===== src/rtl/proc_ras_predictor.sv =====
// rtl/proc_ras_predictor.sv - return-address stack predicting jr targets
// Circular buffer; on overflow the oldest entry is overwritten and only count saturates.
module proc_ras_predictor #(
  parameter int p_depth      = 4,
  parameter int p_addr_nbits = 32
) (
  input  logic                       clk,
  input  logic                       rst,
  input  logic                       push_val,
  input  logic [p_addr_nbits-1:0]    push_addr,
  input  logic                       pop_val,
  input  logic                       flush,
  output logic                       pred_val,
  output logic [p_addr_nbits-1:0]    pred_addr,
  output logic [$clog2(p_depth):0]   count,
  output logic                       overflow,
  output logic                       underflow
);

  localparam int c_ptr_nbits = $clog2(p_depth);
  localparam int c_cnt_nbits = c_ptr_nbits + 1;
  localparam logic [c_cnt_nbits-1:0] c_full = c_cnt_nbits'(p_depth);

  logic [p_addr_nbits-1:0] entries [p_depth];
  logic [c_ptr_nbits-1:0]  tos_r, tos_next;
  logic [c_cnt_nbits-1:0]  count_r, count_next;
  logic                    overflow_r, overflow_next;
  logic                    underflow_r, underflow_next;
  logic                    wr_en;
  logic [c_ptr_nbits-1:0]  wr_idx;
  logic                    empty;

  assign empty = (count_r == '0);

  always_comb begin
    tos_next       = tos_r;
    count_next     = count_r;
    overflow_next  = 1'b0;
    underflow_next = 1'b0;
    wr_en          = 1'b0;
    wr_idx         = tos_r;
    if (flush) begin
      count_next = '0;
    end else if (push_val && pop_val) begin
      // Pop-then-push on a non-empty stack just replaces the top entry.
      wr_en = 1'b1;
      if (empty) begin
        tos_next   = tos_r + 1'b1;
        wr_idx     = tos_r + 1'b1;
        count_next = c_cnt_nbits'(1);
      end
    end else if (push_val) begin
      wr_en    = 1'b1;
      tos_next = tos_r + 1'b1;
      wr_idx   = tos_r + 1'b1;
      if (count_r == c_full) begin
        overflow_next = 1'b1;
      end else begin
        count_next = count_r + 1'b1;
      end
    end else if (pop_val) begin
      if (empty) begin
        underflow_next = 1'b1;
      end else begin
        tos_next   = tos_r - 1'b1;
        count_next = count_r - 1'b1;
      end
    end
  end

  always_ff @(posedge clk) begin
    if (rst) begin
      tos_r       <= '0;
      count_r     <= '0;
      overflow_r  <= 1'b0;
      underflow_r <= 1'b0;
    end else begin
      tos_r       <= tos_next;
      count_r     <= count_next;
      overflow_r  <= overflow_next;
      underflow_r <= underflow_next;
    end
  end

  // Entry storage is deliberately not reset; count gates every read.
  always_ff @(posedge clk) begin
    if (!rst && wr_en) begin
      entries[wr_idx] <= push_addr;
    end
  end

  assign pred_val  = !empty;
  assign pred_addr = empty ? '0 : entries[tos_r];
  assign count     = count_r;
  assign overflow  = overflow_r;
  assign underflow = underflow_r;

endmodule


===== config.mk =====
export PLATFORM = sky130hd
export DESIGN_NAME = proc_ras_predictor
export DESIGN_NICKNAME = d
export VERILOG_FILES = /design/src/rtl/proc_ras_predictor.sv
export SDC_FILE = /design/constraint.sdc
export NUM_CORES = 1
export LEC_CHECK = 0
export ABC_AREA = 1
export BUFFER_PORTS_ARGS = -buffer_cell sky130_fd_sc_hd__buf_2
export CORE_ASPECT_RATIO = 1.5
export CORE_MARGIN = 2
export CORE_UTILIZATION = 47
export DETAILED_ROUTE_END_ITERATION = 12
export PLACE_DENSITY_LB_ADDON = 0.15
export SETUP_SLACK_MARGIN = 0.3
export SLEW_MARGIN = 25
export SYNTH_ARGS = -nofsm -noshare
export SYNTH_HDL_FRONTEND = slang
export SYNTH_SLANG_ARGS = --single-unit

===== constraint.sdc =====
create_clock -name clk -period 6.8 [get_ports clk]
set_input_delay 1.36 -clock clk [delete_from_list [all_inputs] [get_ports clk]]
set_output_delay 1.36 -clock clk [all_outputs]
set_load 0.02 [all_outputs]

==> results.cfg, run 1 <==
[clock_network]
cts_setup_buffers = 0
clkTransAtPathRegs_ns = 0.06
cts.root.buffer_cell = clkbuf_16
post_cts_resized = 0
insertion_delay_ns = 0.40
cts_hold_buf = 0
cts_num_sinks = 137
htree_levels = 4
cts_tree = done
ctsLongestPathBuffers = 2
cts_buffers = 17

[pwr]
netSwitchingPower_mw = 0.497
p_per_area_nw_per_um2 = 300
p_leak_nw = 2.51
total_power_mw = 2.00
p_clk_share_pct = 41.1
share_comb_of_total_power_pct = 11.1
seqPwrFrac_pct = 47.8
swShare_pct = 24.8
internal-power_mw = 1.51
max-vdd-ir-drop_mv = 0.216

[drt]
wl_met2_mm = 5.96
detail_route.wl_per_cell_um = 15.8
vias = 3678
drt-initial-drc-count = 145
avgViaCountPerCell = 5.14
wl_mm = 11.3
wl_met1_mm = 4.75
dr_wl_met3_um = 434
dr.pass1.iters = 4
post-route-drc-count = 0
antenna_left = 0
top_layer_used = met4

[sta]
worst_slew_pin_slew_ns = 1.00
skew_ns = 0.00759
tns_ns = 0
fin_worst_hold_slack_ns = 0.552
fin_crit_sh_pct = 56.8
setup_viol = 0
rsz0062_at_grt = false
slew_violations = 0
fmax_mhz = 259
final_hold_viol_count = 0
finalCriticalPeriod_ns = 3.86
maxSlewHeadroom_pct = 33.2

[die]
rows = 48
initial_core_util_pct = 48.3
die_h_um = 137
pin_count = 75
die-area_um2 = 12800
core_um2 = 11500
die_x_um = 92.9

[worst_setup_path]
critPathCapture = pred_addr[5]
cp.depth = 4
critPathKind = register to output port
rr_endpoint = entries[0][20]
cp-end-kind = output port
reg2reg_from = count[1]
path_buf_inv = 2
ff2ff_setup_slack_ns = 3.85
cpPeakStageDelay_ns = 0.78
critPathRequiredTime_ns = 5.44
crit_arrival_ns = 2.50
crit_path_top_delay_cell = dfxtp_4
worstPathMaxFanout = 65
cp-start-kind = register
cp_top_family = flip-flops
reg2regPathDepth = 9
crit_chain = inv_2, o21ai_0, a21oi_1, buf_2

[finish]
drive_gt1_share_pct = 22.8
fin_cells = 716
final_common_cell = nor2_1
nNetsFinal = 592
multi_input_area_um2 = 1390
mostFrequentLayoutCells = 138 x nor2_1, 128 x edfxtp_1, 74 x buf_2
final_area_um2 = 6680
n_fill_cell = 983
seq_area_um2 = 4030
area_delta_synth_final_pct = 19.8

[run]
max_cap_violations = 0

[synth]
synthTopCellsByArea = edfxtp_1 69%, nor2_1 9.6%, o21ai_0 5.0%
synth_nets = 518
synth_area_leader_cell = edfxtp_1
yosysSeqAreaShare_pct = 72.2
synth_top_area_share_pct = 69.0
synth_seq_cells = 137
syn-mean-instance-area_um2 = 11.7
synthesis.area_um2 = 5570
synth_cell_type_count = 25
yosysWarnings = 0
syn-instance-count = 478

[hold_path]
holdCritPathClass = register to register

[placement]
dp.cells = 681
placed_area_um2 = 6080
place.gp.congestion = 0.779
hpwl_mm = 6.65
port_buffers = 74

[global_route]
overflow = 0
track_usage_pct = 18.3
antenna_found_initial = 0
grt_max_degree = 66
grt_pass1_wl_mm = 17.7
grt_pass1_vias = 3594

[run_status]
outcome = finished, final reports clean
## final cells by class
cell class              instances  area share, %
flip-flops and latches        137           60.3
multi-input cells             300           20.8
clock inverters                14           1.63
inverters                      18           1.01
repair buffers                 78           6.90
clock buffers                  18           6.43
diodes                          1         0.0375
well taps                     150           2.81
## state kept, by name, indices dropped and copies added (netlist names), named ones only
register and flops:
underflow 1, count 3, entries 128, tos_r 2, overflow 1
## worst min-delay path, stage by stage (launching register included)
cell and delay, ns:
dfxtp_1 0.34, nand2_1 0.10, a21oi_1 0.06
## metal layers
metal,vias up,GRT usage [%]
li1,1814,-
met1,1764,21.9
met2,86,32.2
met3,14,3.83
met4,0,7.43
met5,-,0
## cell families (layout without fill, tap and decap cells)
kind of cell,Yosys count,in the layout,share of synthesized area (%)
compound gates,104,104,9.48
flops,137,137,72.2
other cells,0,1,0
xor+xnor,1,1,0.157
buf+inv,41,128,3.35
simple gates,192,192,14.0
fa+ha+maj,3,3,0.808
## cell usage after synthesis, drive strengths merged
| cell | count |
|---|---|
| nor2 | 145 |
| nand3 | 8 |
| ha | 2 |
| edfxtp | 128 |
| fa | 1 |
| nand2 | 37 |
| o211ai | 1 |
| o21ai | 67 |
| a21oi | 36 |
| nor4 | 1 |
| inv | 18 |
| nor3 | 1 |
| clkbuf | 8 |
| dfxtp | 9 |
| buf | 15 |
| xor2 | 1 |
## worst min path at each step
stage              from       end  slack, ns  cells after the start
6_report       tos_r[0]  register       0.55                      2
5_1_grt        tos_r[0]  tos_r[0]       0.56                      2
4_1_cts        tos_r[0]  tos_r[0]       0.55                      2
3_5_place_dp   tos_r[0]  register       0.54                      2
3_3_place_gp   tos_r[0]  register       0.54                      2
2_1_floorplan  tos_r[0]  register       0.50                      2
## power by group through the flow
stage	Sequential (mW)	Clock, mW	Combinational [mW]
after floorplan	0.968	0	0.152
after global placement	0.975	0	0.218
after detailed placement	0.976	0	0.222
after CTS	0.958	0.838	0.223
after global routing	0.960	0.872	0.248
final	0.958	0.823	0.221
## through the flow
step	utilization, %	setup WS [ns]
3_3_place_gp	52.5	2.82
5_1_grt	57.9	2.69
4_1_cts	57.4	2.87
2_1_floorplan	-	2.94
6_report	57.9	2.94
3_5_place_dp	52.7	3.14
No activity file was read; power rests on OpenSTA's default activity.
==> run 2, diff against run 1 <==
==> constraint.sdc (replaced) <==
create_clock -name clk -period 3.3 [get_ports clk]
set_input_delay 0.66 -clock clk [delete_from_list [all_inputs] [get_ports clk]]
set_output_delay 0.66 -clock clk [all_outputs]
set_load 0.02 [all_outputs]
==> run 2 against run 1 <==
Combinational power is 120% higher; highest routed layer unchanged; power up 120%; largest cell class unchanged; sequential power grew 100%; hold slack got worse by 0.11 ns; register-to-register slack got worse by 2.9 ns; sequential share of layout area decreased by 0.72 points; clock skew up 0.0010 ns; cell count increased by 0.84%.
==> results.cfg, run 2 (synthesis gave the netlist of run 1 again) <==
[run_status]
outcome = finished, final reports clean

[worst_setup_path]
crit_path_top_delay_cell = buf_4
cp-end-kind = output port
worstPathMaxFanout = 64
crit_arrival_ns = 2.09
crit_chain = buf_4, nor2_1, nor2_1, o21ai_1, a21oi_1, buf_2
cp-start-kind = register
cpMostUsedCell = nor2_1
critPathKind = register to output port
cpPeakStageDelay_ns = 0.55
critPathRequiredTime_ns = 2.64

[finish]
mostFrequentLayoutCells = 138 x nor2_1, 128 x edfxtp_1, 74 x buf_2
nNetsFinal = 599
final_common_cell = nor2_1
largest_reg_flops = 128
antenna_cells = 0
regMostFlops = entries
n_fill_cell = 981
area_delta_synth_final_pct = 21.2
drive_gt1_share_pct = 24.1
final_util_pct = 58.6

[run]
max_cap_violations = 0

[clock_network]
ctsLongestPathBuffers = 2
cts.root.buffer_cell = clkbuf_16
cts_hold_buf = 0
htree_levels = 4
cts_buffers = 17
insertion_delay_ns = 0.41
post_cts_resized = 0
cts_tree = done
clkTransAtPathRegs_ns = 0.06
cts_setup_buffers = 0
cts_num_sinks = 137

[sta]
skew_ns = 0.00861
setup_viol = 0
slew_violations = 0
maxSlewHeadroom_pct = 49.3
fmax_mhz = 363
finalCriticalPeriod_ns = 2.75
worst_slew_pin_slew_ns = 0.761
fin_worst_hold_slack_ns = 0.446
final_hold_viol_count = 0
setup_ws_ns = 0.546
fin_crit_sh_pct = 83.4
rsz0062_at_grt = false
tns_ns = 0

[pwr]
netSwitchingPower_mw = 1.07
p_leak_nw = 2.57
total_power_mw = 4.34
p_per_area_nw_per_um2 = 643
internal-power_mw = 3.28
share_comb_of_total_power_pct = 11.3
seqPwrFrac_pct = 45.0
p_clk_share_pct = 43.7
swShare_pct = 24.6
max-vdd-ir-drop_mv = 0.388

[drt]
detail_route.wl_per_cell_um = 16.5
vias = 3755
drt-initial-drc-count = 238
post-route-drc-count = 0
dr.pass1.iters = 4
wl_mm = 11.9
antenna_left = 0
avgViaCountPerCell = 5.20

[placement]
dp_slack_ns = 0.726
place.gp.congestion = 0.793
hpwl_mm = 7.13
port_buffers = 74

[die]
die_h_um = 137
die-area_um2 = 12800
core_um2 = 11500
die_x_um = 92.9
rows = 48
pin_count = 75
initial_core_util_pct = 48.3

[global_route]
grt_pass1_vias = 3796
overflow = 0
grt_pass1_wl_mm = 18.9
use_met2_pct = 36.2
grtUsageMet1_pct = 22.3
grt_max_degree = 65
track_usage_pct = 19.7
globalRouteMet3Util_pct = 4.76
antenna_found_initial = 0
busiest_layer = met2

[hold_path]
holdCritPathClass = input pin to register
run 2: critical path, delay by kind of cell (launching register included):
kind / cells / cell delay (ns)
simple gates: 2 / 0.24
buf+inv: 2 / 0.76
compound gates: 2 / 0.32
flops: 1 / 0.33
run 2: cell type report:
class                   instances  area, um^2  share of cell area, %
flip-flops and latches        137        4030                   59.6
clock inverters                15         175                   2.59
well taps                     150         188                   2.78
clock buffers                  17         425                   6.30
inverters                      18        68.8                   1.02
repair buffers                 85         478                   7.08
multi-input cells             300        1390                   20.6
run 2: path summary, 6_finish.rpt:
kind	end	slack [ns]	cells after the start	startpoint
worst min-delay path	register	0.45	2	rst
worst max-delay path	pred_addr[17]	0.55	6	register
worst max register to register	entries[1][4]	1.00	11	count[0]
worst min register to register	register	0.55	2	tos_r[0]
run 2: metal layers:
layer,wire length [um],vias to the layer above
met2,6490,92
met4,205,0
met3,488,19
met5,0,-
met1,4690,1813
li1,-,1831
run 2: metrics by stage:
stage                     area [um^2]  instances
final                            6750        722
after global routing             6750        722
after CTS                        6750        722
after detailed placement         6150        690
after global placement           6150        690
after floorplan                  5580        478
run 2: power groups by stage:
stage	Clock (mW)	Combinational (mW)	Sequential, mW
after floorplan	0	0.314	1.99
after global placement	0	0.486	1.99
after detailed placement	0	0.494	1.99
after CTS	1.93	0.497	1.96
after global routing	2.01	0.548	1.96
final	1.90	0.490	1.96
==> run 3, diff against run 2 <==
==> constraint.sdc (replaced) <==
create_clock -name clk -period 2.8 [get_ports clk]
set_input_delay 0.56 -clock clk [delete_from_list [all_inputs] [get_ports clk]]
set_output_delay 0.56 -clock clk [all_outputs]
set_load 0.02 [all_outputs]
==> run 3 against run 2 <==
Critical path depth unchanged; power up 16%; setup slack worse by 0.096 ns; largest power group unchanged; flip-flop and latch count unchanged; highest routed layer unchanged; critical path type unchanged.
==> results.cfg, run 3 (synthesis gave the netlist of run 1 again) <==
[die]
pin_count = 75
core_um2 = 11500
initial_core_util_pct = 48.3
die_x_um = 92.9
rows = 48
die-area_um2 = 12800
die_h_um = 137

[placement]
hpwl_mm = 6.93
placed_area_um2 = 6160
dp_slack_ns = 0.416
port_buffers = 74
place.gp.congestion = 0.875
dp.cells = 691

[finish]
fin_cells = 723
largest_reg_flops = 128
final_util_pct = 58.6
final_area_um2 = 6750
nNetsFinal = 600
final_common_cell = nor2_1
mostFrequentLayoutCells = 138 x nor2_1, 128 x edfxtp_1, 74 x buf_2
drive_gt1_share_pct = 24.1
area_delta_synth_final_pct = 21.2
regMostFlops = entries
antenna_cells = 0

[global_route]
grt_max_degree = 43
overflow = 0
track_usage_pct = 18.5
grt_pass1_vias = 3528
antenna_found_initial = 0
grt_pass1_wl_mm = 17.7

[sta]
worst_slew_pin_slew_ns = 0.631
fin_worst_hold_slack_ns = 0.355
final_hold_viol_count = 0
setup_ws_ns = 0.450
tns_ns = 0
rsz0062_at_grt = false
skew_ns = 0.0109
slew_violations = 0
maxSlewHeadroom_pct = 57.9
finalCriticalPeriod_ns = 2.35
setup_viol = 0
fin_crit_sh_pct = 83.9
fmax_mhz = 426

[drt]
vias = 3691
antenna_left = 0
post-route-drc-count = 0
avgViaCountPerCell = 5.11
dr.pass1.iters = 4
drt-initial-drc-count = 187
wl_mm = 11.4
detail_route.wl_per_cell_um = 15.7

[pwr]
total_power_mw = 5.05
p_leak_nw = 2.57
p_per_area_nw_per_um2 = 748
max-vdd-ir-drop_mv = 0.563

[worst_setup_path]
critPathRequiredTime_ns = 2.24
cp_top_family = buffers and inverters
cp-end-kind = output port
cpPeakStageDelay_ns = 0.44
crit_chain = inv_2, nand2_2, nor2_4, buf_4, a21oi_1, buf_2
crit_arrival_ns = 1.79
cp-start-kind = register
worstPathMaxFanout = 33
path_buf_inv = 3
critPathKind = register to output port
crit_path_top_delay_cell = dfxtp_1

[run]
max_cap_violations = 0

[clock_network]
htree_levels = 4
cts_tree = done
cts_setup_buffers = 0
insertion_delay_ns = 0.40
ctsLongestPathBuffers = 2
cts.root.buffer_cell = clkbuf_16
cts_num_sinks = 137
cts_buffers = 17
cts_hold_buf = 0
clkTransAtPathRegs_ns = 0.06

[hold_path]
holdCritPathClass = input pin to register

[run_status]
outcome = finished, final reports clean
==> run 3: what timing repair did <==
item	in CTS	in global routing
endpoints found under the setup margin	9	12
pin swaps	0	0
resized for setup	1	2
==> run 3: final timing paths <==
path / end / slack (ns) / from / depth (start not counted)
setup / recovery: pred_addr[15] / 0.45 / count[0] / 6
hold / removal: tos_r[0] / 0.35 / rst / 2
setup reg to reg: entries[0][0] / 0.77 / tos_r[0] / 8
hold reg to reg: tos_r[0] / 0.56 / tos_r[0] / 2
==> run 3: where the power goes <==
group,switching (mW),leakage [nW],internal (mW)
clock,0.786,0.278,1.39
combinational,0.397,1.06,0.173
sequential,0.0177,1.23,2.29
total,1.20,2.57,3.85
==> run 3: layer usage <==
layer | wire length [um] | global-route usage [%]
met1 | 4610 | 22.2
met2 | 6100 | 32.5
met3 | 557 | 4.54
met4 | 105 | 6.62
met5 | 0 | 0
==> run 3: cell type report <==
cell class	instances	area, um^2
Fill cell	980	4780
Sequential cell	137	4030
Multi-Input combinational cell	300	1390
Timing Repair Buffer	86	493
Clock buffer	19	433
Tap cell	150	188
Clock inverter	13	153
Inverter	18	70.1
